### config.mk
export PLATFORM = sky130hd
export DESIGN_NAME = bcd_display_driver
export DESIGN_NICKNAME = d
export VERILOG_FILES = /design/src/rtl/bcd_display_driver.sv
export SDC_FILE = /design/constraint.sdc
export NUM_CORES = 1
export LEC_CHECK = 0
export ABC_AREA = 1
export ABC_CLOCK_PERIOD_IN_PS = 2400
export BUFFER_PORTS_ARGS = -buffer_cell sky130_fd_sc_hd__buf_4
export CAP_MARGIN = 20
export CELL_PAD_IN_SITES_DETAIL_PLACEMENT = 0
export CELL_PAD_IN_SITES_GLOBAL_PLACEMENT = 1
export CORE_AREA = 2 2 75 77
export DETAILED_ROUTE_END_ITERATION = 10
export DIE_AREA = 0 0 77 79
export PLACE_DENSITY_LB_ADDON = 0.1
export SLEW_MARGIN = 20
export SYNTH_ARGS = -nofsm -noshare
export SYNTH_HDL_FRONTEND = slang
export SYNTH_SLANG_ARGS = --single-unit
### constraint.sdc
create_clock -name clk -period 2.4 [get_ports clk]
set_input_delay 0.36 -clock clk [delete_from_list [all_inputs] [get_ports clk]]
set_output_delay 0.36 -clock clk [all_outputs]
set_load 0.005 [all_outputs]
### src/rtl/bcd_display_driver.sv
// ============================================================================
//  Module   : bcd_display_driver
//  Function : Double-dabble binary-to-BCD converter with a multiplexed,
//             active-low 7-segment display scanner.
//  Revision : 1.0
// ============================================================================
`default_nettype none

module bcd_display_driver #(
    parameter int NBITS    = 5,
    parameter int NDIGITS  = 2,
    parameter int SCAN_DIV = 1000,
    parameter int BLANK_LZ = 1
) (
    input  logic                   clk,
    input  logic                   reset,
    input  logic                   start,
    input  logic [NBITS-1:0]       value_in,
    output logic                   busy,
    output logic                   done,
    output logic [4*NDIGITS-1:0]   bcd_out,
    output logic [NDIGITS-1:0]     an_n,
    output logic [6:0]             seg_n
);

    localparam int BCD_W = 4 * NDIGITS;
    localparam int CNT_W = (NBITS > 1) ? $clog2(NBITS) : 1;
    localparam int PRE_W = (SCAN_DIV > 1) ? $clog2(SCAN_DIV) : 1;
    localparam int IDX_W = (NDIGITS > 1) ? $clog2(NDIGITS) : 1;

    typedef enum logic [1:0] {
        S_IDLE  = 2'd0,
        S_SHIFT = 2'd1,
        S_DONE  = 2'd2
    } state_t;

    state_t             state_q, state_d;
    logic [NBITS-1:0]   bin_q, bin_d;
    logic [BCD_W-1:0]   scratch_q, scratch_d;
    logic [CNT_W-1:0]   cnt_q, cnt_d;
    logic [BCD_W-1:0]   bcd_q, bcd_d;
    logic               done_q, done_d;
    logic [BCD_W-1:0]   adj;

    logic [PRE_W-1:0]   pre_q;
    logic [IDX_W-1:0]   idx_q;
    logic [NDIGITS-1:0] an_n_q;
    logic [6:0]         seg_n_q;
    logic [3:0]         digit;
    logic               blank;
    logic [6:0]         seg_next;

    function automatic logic [6:0] seg7(input logic [3:0] d);
        case (d)
            4'd0:    seg7 = 7'b1000000;
            4'd1:    seg7 = 7'b1111001;
            4'd2:    seg7 = 7'b0100100;
            4'd3:    seg7 = 7'b0110000;
            4'd4:    seg7 = 7'b0011001;
            4'd5:    seg7 = 7'b0010010;
            4'd6:    seg7 = 7'b0000010;
            4'd7:    seg7 = 7'b1111000;
            4'd8:    seg7 = 7'b0000000;
            4'd9:    seg7 = 7'b0010000;
            default: seg7 = 7'b1111111;
        endcase
    endfunction

    always_comb begin
        state_d   = state_q;
        bin_d     = bin_q;
        scratch_d = scratch_q;
        cnt_d     = cnt_q;
        bcd_d     = bcd_q;
        done_d    = 1'b0;
        adj       = scratch_q;
        // Add-3 correction per nibble, applied before the shift.
        for (int i = 0; i < NDIGITS; i++) begin
            if (scratch_q[4*i +: 4] >= 4'd5)
                adj[4*i +: 4] = scratch_q[4*i +: 4] + 4'd3;
        end
        case (state_q)
            S_IDLE: begin
                if (start) begin
                    bin_d     = value_in;
                    scratch_d = '0;
                    cnt_d     = '0;
                    state_d   = S_SHIFT;
                end
            end
            S_SHIFT: begin
                scratch_d = {adj[BCD_W-2:0], bin_q[NBITS-1]};
                bin_d     = bin_q << 1;
                cnt_d     = cnt_q + CNT_W'(1);
                if (cnt_q == CNT_W'(NBITS - 1))
                    state_d = S_DONE;
            end
            S_DONE: begin
                bcd_d   = scratch_q;
                done_d  = 1'b1;
                state_d = S_IDLE;
            end
            default: state_d = S_IDLE;
        endcase
    end

    always_ff @(posedge clk or negedge reset) begin
        if (!reset) begin
            state_q   <= S_IDLE;
            bin_q     <= '0;
            scratch_q <= '0;
            cnt_q     <= '0;
            bcd_q     <= '0;
            done_q    <= 1'b0;
        end else begin
            state_q   <= state_d;
            bin_q     <= bin_d;
            scratch_q <= scratch_d;
            cnt_q     <= cnt_d;
            bcd_q     <= bcd_d;
            done_q    <= done_d;
        end
    end

    // Leading-zero run is accumulated from the most significant digit down.
    always_comb begin
        logic lz;
        lz    = 1'b1;
        digit = 4'd0;
        blank = 1'b0;
        for (int i = NDIGITS - 1; i >= 0; i--) begin
            lz = lz & (bcd_q[4*i +: 4] == 4'd0);
            if (idx_q == IDX_W'(i)) begin
                digit = bcd_q[4*i +: 4];
                blank = (BLANK_LZ != 0) && (i != 0) && lz;
            end
        end
    end

    assign seg_next = blank ? 7'b1111111 : seg7(digit);

    always_ff @(posedge clk or negedge reset) begin
        if (!reset) begin
            pre_q   <= '0;
            idx_q   <= '0;
            an_n_q  <= ~NDIGITS'(1);
            seg_n_q <= 7'b1000000;
        end else begin
            if (pre_q == PRE_W'(SCAN_DIV - 1)) begin
                pre_q <= '0;
                idx_q <= (idx_q == IDX_W'(NDIGITS - 1)) ? '0 : idx_q + IDX_W'(1);
            end else begin
                pre_q <= pre_q + PRE_W'(1);
            end
            an_n_q  <= ~(NDIGITS'(1) << idx_q);
            seg_n_q <= seg_next;
        end
    end

    assign busy    = (state_q != S_IDLE);
    assign done    = done_q;
    assign bcd_out = bcd_q;
    assign an_n    = an_n_q;
    assign seg_n   = seg_n_q;

endmodule

`default_nettype wire

==> impl_metrics.tcl, run 1 <==
set metrics [dict create \
    outcome "finished clean" \
    cts_setup_buffers 0 \
    r2r-end "seg_n[5]" \
    routedWlPerCell_um 11.49 \
    dr.first_iter.drc_count 45 \
    grt.overflow.total 0 \
    routed_wl_um 4425 \
    p_sw_w 0.001171 \
    power_density_nw_per_um2 1093 \
    rr_startpoint "idx_q" \
    die_area_um2 6083 \
    yosys_register_bits 47 \
    netlist.area_leader.share_pct 47.27 \
    grt_pass1_vias 1783 \
    cpPeakStageDelay_ns 0.48 \
    switching_share_pct 39.49 \
    start_util_pct 44.63 \
    yosysWarnings 0 \
    hold_viol_final 0 \
    relSlewSlack_pct 59.96 \
    fin_crit_ns 1.723 \
    cts_resized 0 \
    grt_max_degree 48 \
    slowest_stage "dfrtp_1" \
    syn_avg_cell_area_um2 8.418 \
    crit_type "flip-flop to flip-flop" \
    root_buffer "clkbuf_8" \
    cts.sinks 47 \
    drc 0 \
    io_buffers 26 \
    worst_pin_slew_ns 0.6006 \
    drive_gt1_share_pct 16.29 \
    antenna_cells 0 \
    io_pins 27 \
    cpMostUsedCell "nand3_1" \
    required_ns 2.57 \
    std_cell_rows 27 \
    ant_nets 0 \
    area_growth_pct 13.92 \
    grt_use_total_pct 16.41 \
    synth-edff-count 0 \
    hp-class "input port to asynchronous set/reset pin" \
    sequentialPowerShare_pct 41.4 \
    rrSetupSlack_ns 0.68 \
    postSynth.asyncResetShare_pct 100.0 \
    synth_top_area_cell "dfrtp_1" \
    finalCritPeriodShare_pct 71.78 \
    cts_tree "done" \
    synth_cell_types 28 \
    reg2reg_depth 6 \
    dr.pass1.iters 4 \
    power_frac_comb_pct 43.0 \
    crit_path_end_kind "flip-flop" \
    yosysSeqAreaShare_pct 49.47 \
    die_y_um 79 \
    synth_cells 283 \
    rsz0062_at_grt "no" \
    setup_tns_ns 0 \
    hold_buffers 0 \
    cts_buffers 5 \
    ys_top_cells_by_area "dfrtp_1 (47%), nand2_1 (12%), inv_1 (6.9%)" \
    worstPathMaxFanout 10 \
    synth-main-ff-cell "dfrtp_1" \
    yosysMostFrequentCell "nand2_1" \
    clock_latency_ns 0.29 \
    peakVddDrop_v 0.0006106 \
    die_x_um 77 \
    synthTopCellsByCount "nand2_1 (75), dfrtp_1 (45), inv_1 (44), nand3_1 (27), nor2_1 (20)" \
    clk_pin_slew_ns 0.09 \
    drv_cap 0 \
    grt_pass1_wl_um 7955 \
    utilization_pct 50.84 \
    syn_nets 303 \
    worstSetupStartpointType "flip-flop" \
    core_um2 5338 \
    cts_buffer_depth 2 \
    p_int_w 0.001795 \
    crit_chain "o21ai_0, inv_1, ha_1, nand3b_1, nand3_1, nand3_1" \
    timing.fmax_mhz 580.5 \
    netlist_area_um2 2382 \
    antenna_found_initial 0 \
    vias_per_cell 4.764 \
    finalSetupViolCount 0 \
    crit_arrival_ns 1.90 \
    dp_hpwl_um 3225 \
    leakage_nw 1.444 \
    htreeDepth 2 \
    skew_ns 0.004509 \
    hold_ws_ns 0.06729 \
    fin_nets 332 \
    vias 1834 \
    final_max_slew_viol_count 0 \
    clkPwrFrac_pct 15.6 \
    place_congestion 0.7706 \
]
## worst max-delay path by stage
stage | from | end | slack, ns | cells past startpoint
final | idx_q | seg_n[5] | 0.68 | 6
after global routing | idx_q | seg_n[5] | 0.46 | 6
after CTS | idx_q | seg_n[5] | 0.66 | 6
after detailed placement | idx_q | seg_n[5] | 0.66 | 6
after global placement | idx_q | seg_n[5] | 0.70 | 6
after floorplan | idx_q | seg_n[5] | 0.80 | 7
## registers in the layout, summed over array words and instances, names as in the netlist
signal and count:
done 1, cnt_q 3, state_q 2, idx_q 1
bin_q 5, pre_q 10, an_n 2, bcd_out 8
scratch_q 8, seg_n 7
## layout make-up
cell class	instances	area (um^2)
tap	72	90.09
clock inverter	1	5.005
sequential	47	1179
timing repair buffer	27	202.7
clock buffer	7	76.32
inverter	46	175.2
multi-input combinational	185	985.9
fill	537	2624
## stage by stage
stage	std cells	cell area, um^2	total power [W]	setup slack (ns)
final	385	2714	0.002966	0.6773
after global routing	385	2714	0.003278	0.4569
after CTS	385	2714	0.003005	0.6556
after detailed placement	377	2633	0.002538	0.6601
after global placement	377	2633	0.002526	0.7045
after floorplan	283	2382	0.002156	0.8048
## worst max-delay path: cells and delay by family (launching register included)
kind                       cells  cell delay (ns)
and+or+nand+nor                3             0.33
DFF                            1             0.48
AOI/OAI and AO/OA              1             0.47
adders and majority gates      1             0.19
buffers and inverters          1             0.13
## layout by cell type (no fill, tap or decap), drive strengths merged
cell and count:
a21oi 4, nor3 1, inv 46, nand4 9
nand3 27, o211ai 4, clkinv 1, o21ai 21
nor2 22, xor2 1, dfstp 2, ha 12
clkbuf 7, buf 27, nand2 78, o22ai 3
nand3b 2, a31oi 1, dfrtp 45
## cells by family (layout without fill, tap and decap cells)
| logic type | count (synthesis) | in the layout | synth area share, % |
|---|---|---|---|
| simple gates | 139 | 139 | 25.37 |
| xor+xnor | 1 | 1 | 0.3677 |
| buf+inv | 51 | 81 | 9.138 |
| compound gates | 33 | 33 | 9.349 |
| fa+ha+maj | 12 | 12 | 6.302 |
| flops | 47 | 47 | 49.47 |
## per-layer routing
metal	vias to the layer above	track usage [%]	share of wire (%)
met5	-	0	0
li1	956	-	-
met4	0	6.964	0.90
met1	841	20.63	49
met3	4	2.727	3.4
met2	33	28.16	47
## power by group through the flow
stage	Sequential, W	Combinational, W	Clock (W)
finish	0.00123	0.00128	0.000463
global route	0.00127	0.00149	0.000515
CTS	0.00123	0.00129	0.000481
detailed placement	0.00125	0.00129	0
global placement	0.00125	0.00128	0
floorplan	0.00121	0.000948	0
Power figures use the tool's default switching activity.
==> inputs of run 2 (changes only) <==
Settings changed: ABC_CLOCK_PERIOD_IN_PS 2400 to 1700, CORE_AREA 2 2 75 77 to 2 2 78 80, DIE_AREA 0 0 77 79 to 0 0 80 82.
Clock period 2.4 ns to 1.7 ns, I/O delays scaled along.
==> run 2 against run 1 <==
Register-to-register slack worse by 0.42 ns; die area rose by 7.8%; combinational power increased by 47%; total power grew 50%; sequential power is 41% higher; via count up 2.1%; global-route usage is 0.16 points higher; non-clock buffer count grew 6; hold slack improved by 0.13 ns; sequential share of layout area down 1.4 points; critical endpoint is now busy; largest power group unchanged.
==> impl_metrics.tcl, run 2 (synthesis gave the netlist of run 1 again) <==
set metrics [dict create \
    crit_path_end_kind "output pin" \
    dr.first_iter.drc_count 55 \
    drv_cap 0 \
    dp.cells 385 \
    crit_chain "nor2_1, inv_1, buf_4" \
    use_met3_pct 3.956 \
    outcome "finished clean" \
    leakage_nw 1.492 \
    dpl_cell_area_um2 2674 \
    met1_usage_pct 20.54 \
    io_buffers 26 \
    timing.fmax_mhz 689.7 \
    grt_use_met2_pct 28.67 \
    cts_setup_buffers 0 \
    crit_type "flip-flop to output pin" \
    grt_pass1_vias 1856 \
    crit_arrival_ns 1.19 \
    grt_max_degree 48 \
    rrSetupSlack_ns 0.26 \
    final_max_slew_viol_count 0 \
    worstSetupStartpointType "flip-flop" \
    antenna_cells 0 \
    required_ns 1.44 \
    layoutNonFillerInstCount 394 \
    slowest_stage "dfrtp_1" \
    finalCritPeriodShare_pct 85.29 \
    power.total_w 0.004463 \
    grt_use_total_pct 16.56 \
    std_cell_rows 28 \
    cpPeakStageDelay_ns 0.53 \
    antenna_found_initial 0 \
    fin_crit_ns 1.450 \
    die_y_um 82 \
    hp-class "input port to flip-flop" \
    worstPathMaxFanout 10 \
    cts_tree "done" \
    ant_nets 0 \
    rr_startpoint "idx_q" \
    die_x_um 80 \
    largest_reg_flops 10 \
    hold_ws_ns 0.1984 \
    regMostFlops "pre_q" \
    cts_buffer_depth 2 \
    routed_wl_um 4604 \
    core_um2 5746 \
    fillerInstances 604 \
    htreeDepth 2 \
    grt_pass1_wl_um 8362 \
    place_congestion 0.8360 \
    critPathCapture "busy" \
    vias_per_cell 4.751 \
    finalSetupViolCount 0 \
    final_cell_mix "nand2_1 (75), dfrtp_1 (45), inv_1 (44), buf_4 (32), nand3_1 (27)" \
    worst_pin_slew_ns 0.5932 \
    dp_hpwl_um 3312 \
    grt.overflow.total 0 \
    final_common_cell "nand2_1" \
    fin_nets 338 \
    busiest_layer "met2" \
    setup_tns_ns 0 \
    drive_gt1_share_pct 18.50 \
    clock_latency_ns 0.29 \
    skew_ns 0.008281 \
    vias 1872 \
    power_density_nw_per_um2 1591 \
    routedWlPerCell_um 11.69 \
    relSlewSlack_pct 60.45 \
    critPathLaunch "state_q[0]" \
    start_util_pct 41.46 \
    cts.sinks 47 \
    area_growth_pct 17.75 \
    dr.pass1.iters 4 \
    io_pins 27 \
    rsz0062_at_grt "no" \
    peakVddDrop_v 0.001025 \
    root_buffer "clkbuf_8" \
    hold_viol_final 0 \
    clk_pin_slew_ns 0.09 \
    r2r-end "seg_n[5]" \
    fin_area_um2 2805 \
    drc 0 \
    die_area_um2 6560 \
    cts_buffers 5 \
    reg2reg_depth 6 \
]
## run 2: changes by cell type in the layout (fill, tap and decap cells not counted)
cell,before,now
buf_4,27,32
clkbuf_1,2,0
o21ai_1,1,0
clkbuf_8,5,6
bufinv_16,0,1
o21ai_2,7,8
dlygate4sd3_1,0,1
## run 2: where the power goes
| group | internal [W] | total [W] | switching, W | leakage (nW) |
|---|---|---|---|---|
| Clock | 0.000476 | 0.000848 | 0.000372 | 0.0612 |
| Sequential | 0.00149 | 0.00174 | 0.000251 | 0.593 |
| Combinational | 0.000812 | 0.00188 | 0.00106 | 0.838 |
## run 2: worst min path at each step
stage	startpoint	endpoint	slack, ns	cells after the start
6_report	value_in[0]	bin_q[0]	0.20	3
5_1_grt	value_in[0]	bin_q[0]	0.20	3
4_1_cts	value_in[0]	bin_q[0]	0.19	3
3_5_place_dp	reset	pre_q[7]	0.31	1
3_3_place_gp	reset	pre_q[7]	0.30	1
2_1_floorplan	reset	an_n[0]	-0.04	0
## run 2: layout make-up
class / count / area [um^2] / share of cell area [%]
sequential: 47 / 1179 / 42.02
timing repair buffer: 33 / 250.2 / 8.921
clock buffer: 6 / 82.58 / 2.944
multi-input combinational: 185 / 989.7 / 35.28
tap: 75 / 93.84 / 3.345
clock inverter: 2 / 35.03 / 1.249
inverter: 46 / 175.2 / 6.244
## run 2: metal layers
metal  wire length, um  vias to the layer above
met1              2136                      872
met4                24                        0
met2              2291                       26
met3               151                        2
li1                  -                      972
met5                 0                        -
## run 2: stage by stage
| stage | setup slack, ns | utilization (%) |
|---|---|---|
| 6_report | 0.2501 | 48.82 |
| 5_1_grt | 0.1142 | 48.82 |
| 4_1_cts | 0.1371 | 48.76 |
| 3_5_place_dp | 0.1695 | 46.54 |
| 3_3_place_gp | 0.2110 | 46.54 |
| 2_1_floorplan | 0.1048 | - |
## run 2: timing repair
action,in CTS,in global routing
hold endpoints to repair,45,0
endpoints found under the setup margin,0,1
hold buffers,1,0
resized for setup,0,1
## run 2: worst max-delay path: cells and delay by family (launching register included)
| kind | cells | cell delay [ns] |
|---|---|---|
| flops | 1 | 0.53 |
| simple gates | 1 | 0.19 |
| buf+inv | 2 | 0.18 |
